==> src/rtl/load_store_unit_if.sv <==
// Request, response and data-Bram signals of the load/store unit.
// The slave modport is the unit; the master modport is the core plus Bram side.
interface load_store_unit_if;
  logic        req_valid_i;
  logic        req_ready_o;
  logic        is_load_i;
  logic        is_store_i;
  logic [2:0]  funct_i;
  logic [31:0] base_i;
  logic [11:0] imm_i;
  logic [31:0] store_data_i;
  logic [4:0]  rd_i;
  logic        mem_we_o;
  logic [31:0] mem_addr_o;
  logic [31:0] mem_wdata_o;
  logic [31:0] mem_rdata_i;
  logic        resp_valid_o;
  logic        resp_we_o;
  logic [4:0]  resp_rd_o;
  logic [31:0] resp_data_o;
  logic        misaligned_o;

  modport slave (
    input  req_valid_i, is_load_i, is_store_i, funct_i, base_i, imm_i, store_data_i, rd_i,
           mem_rdata_i,
    output req_ready_o, mem_we_o, mem_addr_o, mem_wdata_o, resp_valid_o, resp_we_o, resp_rd_o,
           resp_data_o, misaligned_o
  );

  modport master (
    output req_valid_i, is_load_i, is_store_i, funct_i, base_i, imm_i, store_data_i, rd_i,
           mem_rdata_i,
    input  req_ready_o, mem_we_o, mem_addr_o, mem_wdata_o, resp_valid_o, resp_we_o, resp_rd_o,
           resp_data_o, misaligned_o
  );
endinterface

==> src/rtl/load_store_unit.sv <==
// Memory-access stage: effective address, whole-word Bram access with read-modify-write for
// sub-word stores, load extraction and a one-cycle response pulse to write-back.
module load_store_unit #(
  parameter int unsigned MEM_LATENCY = 1
) (
  input logic              clk_i,
  input logic              rst_i,
  load_store_unit_if.slave bus
);

  typedef enum logic [1:0] {StIdle, StRead, StWrite, StResp} state_e;

  localparam logic [2:0] LastCnt = 3'(MEM_LATENCY);

  state_e      state_q, state_d;
  logic [2:0]  cnt_q, cnt_d;
  logic [31:0] ea_q, ea_d;
  logic [31:0] sdata_q, sdata_d;
  logic [31:0] rdata_q, rdata_d;
  logic [2:0]  funct_q, funct_d;
  logic [4:0]  rd_q, rd_d;
  logic        load_q, load_d;
  logic        err_q, err_d;

  logic [31:0] ea;
  logic        legal, misal, req_err;
  logic [31:0] merged, ld_data;
  logic [7:0]  lane_b;
  logic [15:0] lane_h;
  logic        resp, good_load;

  assign ea = bus.base_i + {{20{bus.imm_i[11]}}, bus.imm_i};

  always_comb begin
    legal = 1'b0;
    unique case (bus.funct_i)
      3'b000, 3'b001, 3'b010: legal = 1'b1;
      3'b100, 3'b101:         legal = bus.is_load_i;
      default:                legal = 1'b0;
    endcase
  end

  always_comb begin
    misal = 1'b0;
    unique case (bus.funct_i[1:0])
      2'b01:   misal = ea[0];
      2'b10:   misal = (ea[1:0] != 2'b00);
      default: misal = 1'b0;
    endcase
  end

  assign req_err = (bus.is_load_i == bus.is_store_i) | ~legal | misal;

  always_comb begin
    state_d = state_q;
    cnt_d   = cnt_q;
    ea_d    = ea_q;
    sdata_d = sdata_q;
    rdata_d = rdata_q;
    funct_d = funct_q;
    rd_d    = rd_q;
    load_d  = load_q;
    err_d   = err_q;
    unique case (state_q)
      StIdle: begin
        if (bus.req_valid_i) begin
          ea_d    = ea;
          sdata_d = bus.store_data_i;
          funct_d = bus.funct_i;
          rd_d    = bus.rd_i;
          load_d  = bus.is_load_i;
          err_d   = req_err;
          cnt_d   = 3'd0;
          if (req_err) begin
            state_d = StResp;
          end else if (bus.is_store_i && bus.funct_i == 3'b010) begin
            state_d = StWrite;
          end else begin
            state_d = StRead;
          end
        end
      end
      StRead: begin
        // Read data is sampled on the (MEM_LATENCY+1)-th edge spent in this state.
        if (cnt_q == LastCnt) begin
          rdata_d = bus.mem_rdata_i;
          state_d = load_q ? StResp : StWrite;
        end else begin
          cnt_d = cnt_q + 3'd1;
        end
      end
      StWrite: state_d = StResp;
      StResp:  state_d = StIdle;
      default: state_d = StIdle;
    endcase
  end

  always_ff @(posedge clk_i or posedge rst_i) begin
    if (rst_i) begin
      state_q <= StIdle;
      cnt_q   <= 3'd0;
      ea_q    <= 32'd0;
      sdata_q <= 32'd0;
      rdata_q <= 32'd0;
      funct_q <= 3'd0;
      rd_q    <= 5'd0;
      load_q  <= 1'b0;
      err_q   <= 1'b0;
    end else begin
      state_q <= state_d;
      cnt_q   <= cnt_d;
      ea_q    <= ea_d;
      sdata_q <= sdata_d;
      rdata_q <= rdata_d;
      funct_q <= funct_d;
      rd_q    <= rd_d;
      load_q  <= load_d;
      err_q   <= err_d;
    end
  end

  always_comb begin
    merged = rdata_q;
    unique case (funct_q[1:0])
      2'b00:   merged[{ea_q[1:0], 3'b000} +: 8] = sdata_q[7:0];
      2'b01:   merged[{ea_q[1], 4'b0000} +: 16] = sdata_q[15:0];
      default: merged = sdata_q;
    endcase
  end

  assign lane_b = rdata_q[{ea_q[1:0], 3'b000} +: 8];
  assign lane_h = rdata_q[{ea_q[1], 4'b0000} +: 16];

  always_comb begin
    ld_data = rdata_q;
    unique case (funct_q)
      3'b000:  ld_data = {{24{lane_b[7]}}, lane_b};
      3'b001:  ld_data = {{16{lane_h[15]}}, lane_h};
      3'b100:  ld_data = {24'd0, lane_b};
      3'b101:  ld_data = {16'd0, lane_h};
      default: ld_data = rdata_q;
    endcase
  end

  assign resp      = (state_q == StResp);
  assign good_load = load_q & ~err_q;

  // All outputs come from registers or state only, so mem_we_o drops with an async reset.
  assign bus.req_ready_o  = (state_q == StIdle);
  assign bus.mem_we_o     = (state_q == StWrite);
  assign bus.mem_addr_o   = {ea_q[31:2], 2'b00};
  assign bus.mem_wdata_o  = (state_q == StWrite) ? merged : 32'd0;
  assign bus.resp_valid_o = resp;
  assign bus.resp_we_o    = resp & good_load & (rd_q != 5'd0);
  assign bus.resp_rd_o    = resp ? rd_q : 5'd0;
  assign bus.resp_data_o  = (resp & good_load) ? ld_data : 32'd0;
  assign bus.misaligned_o = resp & err_q;

endmodule
==> src/flat_wrapper.sv <==
// flat-port wrapper written by rule: the top's interface ports become plain ports
module load_store_unit_flat 
#(
  parameter int unsigned MEM_LATENCY = 1
)
  (clk_i, rst_i, bus_req_valid_i, bus_is_load_i, bus_is_store_i, bus_funct_i, bus_base_i, bus_imm_i, bus_store_data_i, bus_rd_i, bus_mem_rdata_i, bus_req_ready_o, bus_mem_we_o, bus_mem_addr_o, bus_mem_wdata_o, bus_resp_valid_o, bus_resp_we_o, bus_resp_rd_o, bus_resp_data_o, bus_misaligned_o);
  load_store_unit_if bus_i ();
  input logic clk_i;
  input logic rst_i;
  input wire logic [$bits(bus_i.req_valid_i)-1:0] bus_req_valid_i;
  input wire logic [$bits(bus_i.is_load_i)-1:0] bus_is_load_i;
  input wire logic [$bits(bus_i.is_store_i)-1:0] bus_is_store_i;
  input wire logic [$bits(bus_i.funct_i)-1:0] bus_funct_i;
  input wire logic [$bits(bus_i.base_i)-1:0] bus_base_i;
  input wire logic [$bits(bus_i.imm_i)-1:0] bus_imm_i;
  input wire logic [$bits(bus_i.store_data_i)-1:0] bus_store_data_i;
  input wire logic [$bits(bus_i.rd_i)-1:0] bus_rd_i;
  input wire logic [$bits(bus_i.mem_rdata_i)-1:0] bus_mem_rdata_i;
  output wire logic [$bits(bus_i.req_ready_o)-1:0] bus_req_ready_o;
  output wire logic [$bits(bus_i.mem_we_o)-1:0] bus_mem_we_o;
  output wire logic [$bits(bus_i.mem_addr_o)-1:0] bus_mem_addr_o;
  output wire logic [$bits(bus_i.mem_wdata_o)-1:0] bus_mem_wdata_o;
  output wire logic [$bits(bus_i.resp_valid_o)-1:0] bus_resp_valid_o;
  output wire logic [$bits(bus_i.resp_we_o)-1:0] bus_resp_we_o;
  output wire logic [$bits(bus_i.resp_rd_o)-1:0] bus_resp_rd_o;
  output wire logic [$bits(bus_i.resp_data_o)-1:0] bus_resp_data_o;
  output wire logic [$bits(bus_i.misaligned_o)-1:0] bus_misaligned_o;
  assign bus_i.req_valid_i = bus_req_valid_i;
  assign bus_i.is_load_i = bus_is_load_i;
  assign bus_i.is_store_i = bus_is_store_i;
  assign bus_i.funct_i = bus_funct_i;
  assign bus_i.base_i = bus_base_i;
  assign bus_i.imm_i = bus_imm_i;
  assign bus_i.store_data_i = bus_store_data_i;
  assign bus_i.rd_i = bus_rd_i;
  assign bus_i.mem_rdata_i = bus_mem_rdata_i;
  assign bus_req_ready_o = bus_i.req_ready_o;
  assign bus_mem_we_o = bus_i.mem_we_o;
  assign bus_mem_addr_o = bus_i.mem_addr_o;
  assign bus_mem_wdata_o = bus_i.mem_wdata_o;
  assign bus_resp_valid_o = bus_i.resp_valid_o;
  assign bus_resp_we_o = bus_i.resp_we_o;
  assign bus_resp_rd_o = bus_i.resp_rd_o;
  assign bus_resp_data_o = bus_i.resp_data_o;
  assign bus_misaligned_o = bus_i.misaligned_o;
  load_store_unit #(.MEM_LATENCY(MEM_LATENCY)) u_core (.clk_i(clk_i), .rst_i(rst_i), .bus(bus_i));
endmodule
==> config.mk <==
export PLATFORM = sky130hd
export DESIGN_NAME = load_store_unit_flat
export DESIGN_NICKNAME = d
export VERILOG_FILES = /design/src/rtl/load_store_unit_if.sv /design/src/rtl/load_store_unit.sv /design/src/flat_wrapper.sv
export SDC_FILE = /design/constraint.sdc
export NUM_CORES = 1
export LEC_CHECK = 0
export CAP_MARGIN = 20
export CORE_MARGIN = 4
export CORE_UTILIZATION = 41
export DETAILED_ROUTE_END_ITERATION = 8
export GPL_ROUTABILITY_DRIVEN = 1
export PLACE_DENSITY = 0.73
export RECOVER_POWER = 50
export SLEW_MARGIN = 20
export SYNTH_ARGS = -nofsm -noshare
export SYNTH_HDL_FRONTEND = slang
export SYNTH_SLANG_ARGS = --single-unit
==> constraint.sdc <==
create_clock -name clk_i -period 3.6 [get_ports clk_i]
set_input_delay 0.54 -clock clk_i [delete_from_list [all_inputs] [get_ports clk_i]]
set_output_delay 0.54 -clock clk_i [all_outputs]
set_load 0.01 [all_outputs]
# == Word-level counts from Yosys, hierarchy flattened ==
# Index checks and enable logic that the tools add are counted.
# word_totals
regBits,111
in_bits,121
# op_classes
n_shift,6
add_sub_neg,4
mux,18
n_eq_ne,18
bitwise_logic,8
reduce_logical,14
# op_table
operator,count
32-bit one-hot mux with 4 select lines,1
32-bit bitwise mux,2
32-bit 2-to-1 mux,2
32-bit one-hot mux with 2 select lines,1
32-bit adder,1
"16-bit by 7-bit variable shift with 32-bit output, first input constant",1
"8-bit by 7-bit variable shift with 32-bit output, first input constant",1
16-bit by 7-bit variable part select with 32-bit output,1
32-bit by 6-bit variable part select with 16-bit output,1
32-bit by 6-bit variable part select with 8-bit output,1
8-bit by 7-bit variable part select with 32-bit output,1
5-bit negator with 7-bit output,2
"3-bit == test, second input constant",4
"3-bit by 1-bit == test with 1-bit output, second input constant",3
2-bit 2-to-1 mux,4
2-bit one-hot mux with 4 select lines,1
"2-bit by 1-bit == test with 1-bit output, second input constant",3
"2-bit == test, second input constant",3
3-bit zero test,2
3-bit 2-to-1 mux,2
3-bit one-hot mux with 2 select lines,1
2-bit AND reduction,3
5-bit 2-to-1 mux,1
5-bit nonzero test,1
16 further kinds,25

# == Depth between registers and ports, before layout ==
# depth
word_depth,9
mapped_depth,10

# == Worst setup path after synthesis ==
# No wires, ideal clock.
# synth_path
kind,register -> output
startpoint,reg u_core.ea_q[1]
endpoint,out bus_mem_wdata_o[24]
path_buffers,1
required_time_ns,3.060
stages_incl_launch_ff,7
arrival_ns,2.127
path_slack_ns,0.933
cell_sequence,dfrtp_1 -> buf_2 -> inv_1 -> ha_1 -> nor4b_1 -> nand2_1 -> a21oi_1
# synth_between
elab_chain_cells,5
# synth_lines
element,line_no,rtl
"start, declared",load_store_unit.sv:17,"logic [31:0] ea_q, ea_d;"
"start signal, assigned",load_store_unit.sv:102,ea_q <= 32'd0;
"start signal, assigned",load_store_unit.sv:112,ea_q <= ea_d;
5-bit negator with 7-bit output (on tied branches),"load_store_unit.sv:126, load_store_unit.sv:125",
"16-bit by 7-bit variable part select with 32-bit output, or another cell as far along",load_store_unit.sv:126,"2'b01: merged[{ea_q[1], 4'b0000} +: 16] = sdata_q[15:0];"
32-bit bitwise mux (on tied branches),"load_store_unit.sv:126, load_store_unit.sv:125",
32-bit one-hot mux with 2 select lines *,load_store_unit.sv:124,unique case (funct_q[1:0])
32-bit 2-to-1 mux *,load_store_unit.sv:152,assign bus.mem_wdata_o = (state_q == StWrite) ? merged : 32'd0;
"end, declared",flat_wrapper.sv:22,output wire logic [$bits(bus_i.mem_wdata_o)-1:0] bus_mem_wdata_o;
# Mark *: on every way between the ends. The rest lies on a longest branch, timed or not.

# == Worst setup path in the final report ==
# layout_path
startpoint,reg u_core.ea_q[1]
endpoint,out bus_resp_data_o[18]
# layout_between
elab_chain_cells,3
# layout_lines
element,line_no,rtl
32-bit by 6-bit variable part select with 16-bit output / 32-bit by 6-bit variable part select with 8-bit output (equally long branches),"load_store_unit.sv:132, load_store_unit.sv:131",
32-bit one-hot mux with 4 select lines *,load_store_unit.sv:136,unique case (funct_q)
32-bit 2-to-1 mux *,load_store_unit.sv:156,assign bus.resp_data_o = (resp & good_load) ? ld_data : 32'd0;
"end, declared",flat_wrapper.sv:26,output wire logic [$bits(bus_i.resp_data_o)-1:0] bus_resp_data_o;
# Marked as above.

==> qor.yml <==
worst_pin_slew_ps: 1925
crit_arrival_ps: 2990
crit_chain: "buf_12 > mux2i_1 > a2111oi_2 > nor2_2 > a21oi_4 > o21ai_2 > a21oi_1 > clkdlybuf4s50_1"
clock_sinks: 111
ctsHoldBuffers: 0
chipWidth_um: 146.3
status: "finished with violations"
worst_hold_startpoint: "u_core.ea_q[8]"
hpwl_um: 19220
drt-total-wl_um: 25180
fin_skew_ps: 14.69
synth.most_common_cell: "dfrtp_1"
crit_path_end_kind: "output pin"
cts-htree-levels: 3
utilization_pct: 55.82
viasPerCell: 5.676
start_kind: "flip-flop"
drtIter0Drc: 545
ant_nets: 0
wl_met3_um: 2156
rows: 50
synth_top_area_cell: "dfrtp_1"
violations: "max-capacitance violations, max-slew violations"
clk_path_buf_depth: 2
num_vias: 7288
port_buffers: 224
critical_path.max_stage_delay_ps: 560
hold_viol: 0
cts_root_buf: "clkbuf_16"
ys_ff_latch: 111
synth_edf_count: 0
syn_inst: 856
start_util_pct: 41.79
clk_latency_ps: 360
cts_tree: "built"
synth_area_per_cell_um2: 9.162
route.detailed.drc: 0
diodes: 0
cp.required_ps: 3060
power_density_mw_per_mm2: 760.1
yosysSeqAreaShare_pct: 35.42
period_needed_ps: 3531
io_pins: 227
met1Wirelength_um: 9934
fmax_mhz: 283.2
synth_area_leaders: "dfrtp_1, mux2_2, ha_1"
cp-startpoint: "u_core.ea_q[1]"
cts.clk_slew.worst_paths_ps: 80
drv_slew: 70
slew_headroom_pct: -28.34
vdd_drop_max_mv: 0.3099
fin_crit_sh_pct: 98.08
antenna_found_initial: 2
synth_common_cells: "dfrtp_1, nand2_1, mux2_2"
ys.flop_type: "dfrtp_1"
first_pass_iters: 5
setup-violations-final: 0
synth_top_area_share_pct: 35.42
grt_pass1_vias: 7043
synth.distinct_cells: 74
gr-total-overflow: 0
syn-cell-area_mm2: 0.007843
grt_max_degree: 54
power.leakage_nw: 4.440
drive_above_1_share_pct: 13.71
fill_cells: 1719
async_flop_share_pct: 100.0
wl_per_cell_um: 19.61
yosys_warnings: 0
grt_pass1_wl_um: 38650
drv_cap: 2
highest_layer: "met5"
cts_made_buffers: 9
final_nets: 1212
cp_max_fo: 8
reg2reg_from: "u_core.cnt_q[0]"
hold_class: "reg2reg"
fp.dieH_um: 146.3
postPlaceCellArea_mm2: 0.01014
die-area_mm2: 0.02141
crit_slowest_cell: "clkdlybuf4s50_1"
area_growth_pct: 33.58
gp_congestion: 0.9680
critPathKind: "reg2out"
coreArea_mm2: 0.01877
fin_area_mm2: 0.01048
grtUsageTotal_pct: 22.62
wl_met2_um: 12320
sequential cells by signal, indices dropped and copies added (netlist names):
signal,flops
u_core.rdata_q,32
u_core.sdata_q,32
u_core.cnt_q,3
u_core.ea_q,32
u_core.funct_q,3
u_core.load_q,1
u_core.state_q,2
u_core.err_q,1
u_core.rd_q,5
power breakdown:
group          switching [mW]  internal [mW]
Clock                   0.515          0.508
Combinational            2.25           2.16
Sequential              0.661           1.87
worst paths after layout:
| kind | to | slack, ps | cells after the start |
|---|---|---|---|
| worst min register to register | u_core.ea_q[8] | 480 | 2 |
| min in group asynchronous | u_core.cnt_q[2] | 1010 | 2 |
| worst max-delay path | bus_resp_data_o[18] | 70 | 8 |
| worst max register to register | u_core.rdata_q[2] | 700 | 5 |
| max in group asynchronous | u_core.rdata_q[17] | 890 | 3 |
| worst min-delay path | u_core.ea_q[8] | 480 | 2 |
logic make-up after synthesis:
family          share of synthesized area, %
compound gates                         22.96
xor+xnor                               3.239
fa+ha+maj                              7.435
buf+inv                                7.690
flops                                  35.42
mux                                    10.31
other cells                          0.04782
simple gates                           12.91
area by class of cell:
cell class	instances	area [um2]	area share (%)
tap	234	292.8	2.795
multi-input combinational	631	4511	43.06
sequential	111	2781	26.55
clock inverter	6	56.30	0.5374
timing repair buffer	248	2426	23.16
clock buffer	10	239.0	2.281
inverter	44	170.2	1.624
placed cells by master, fill, tap and decap left out, drive strengths merged, types with 3 or more instances in the layout:
cell type / instances
nor3: 14
clkdlybuf4s50: 193
ha: 45
dlygate4sd3: 31
o22ai: 7
mux2: 70
clkinvlp: 3
xor2: 16
nand4: 8
inv: 45
buf: 21
a31oi: 7
a21o: 11
clkbuf: 13
and4: 4
a21oi: 57
o211ai: 4
and2: 11
nor2b: 11
and3: 9
o21ai: 82
o211a: 8
o21a: 6
o21bai: 5
a222oi: 6
xnor2: 13
dfrtp: 111
nor2: 35
o221ai: 10
nand3: 12
a221oi: 26
nand2: 104
a211o: 3
a221o: 9
a211oi: 7
what timing repair did:
item,CTS,global route
setup buffers,0,2
gates resized for setup,4,9
cloned,0,1
pin swaps,0,1
endpoints found under the setup margin,20,30
per-layer routing:
| metal | GRT usage (%) | vias to the layer above |
|---|---|---|
| li1 | - | 3478 |
| met1 | 27.93 | 3429 |
| met2 | 39.48 | 327 |
| met3 | 5.214 | 50 |
| met4 | 6.726 | 4 |
| met5 | 0 | - |
per-stage QoR:
stage | setup TNS, ps | hold slack [ps] | power, mW | setup slack, ps | cells
floorplan | 0 | 449.6 | 5.104 | 129.3 | 857
global placement | 0 | 461.8 | 6.820 | 201.8 | 1265
detailed placement | 0 | 469.0 | 6.891 | 69.45 | 1265
CTS | 0 | 486.7 | 7.966 | 48.72 | 1281
global route | -5.580 | 500.5 | 8.496 | -3.965 | 1284
finish | 0 | 475.5 | 7.963 | 69.07 | 1284
critical path, delay by kind of cell (launching register included):
kind / cells / cell delay (ps)
mux: 1 / 160
simple gates: 1 / 170
compound gates: 4 / 1120
flops: 1 / 460
buf+inv: 2 / 710
Note: power is estimated with default switching activity, not from simulation.
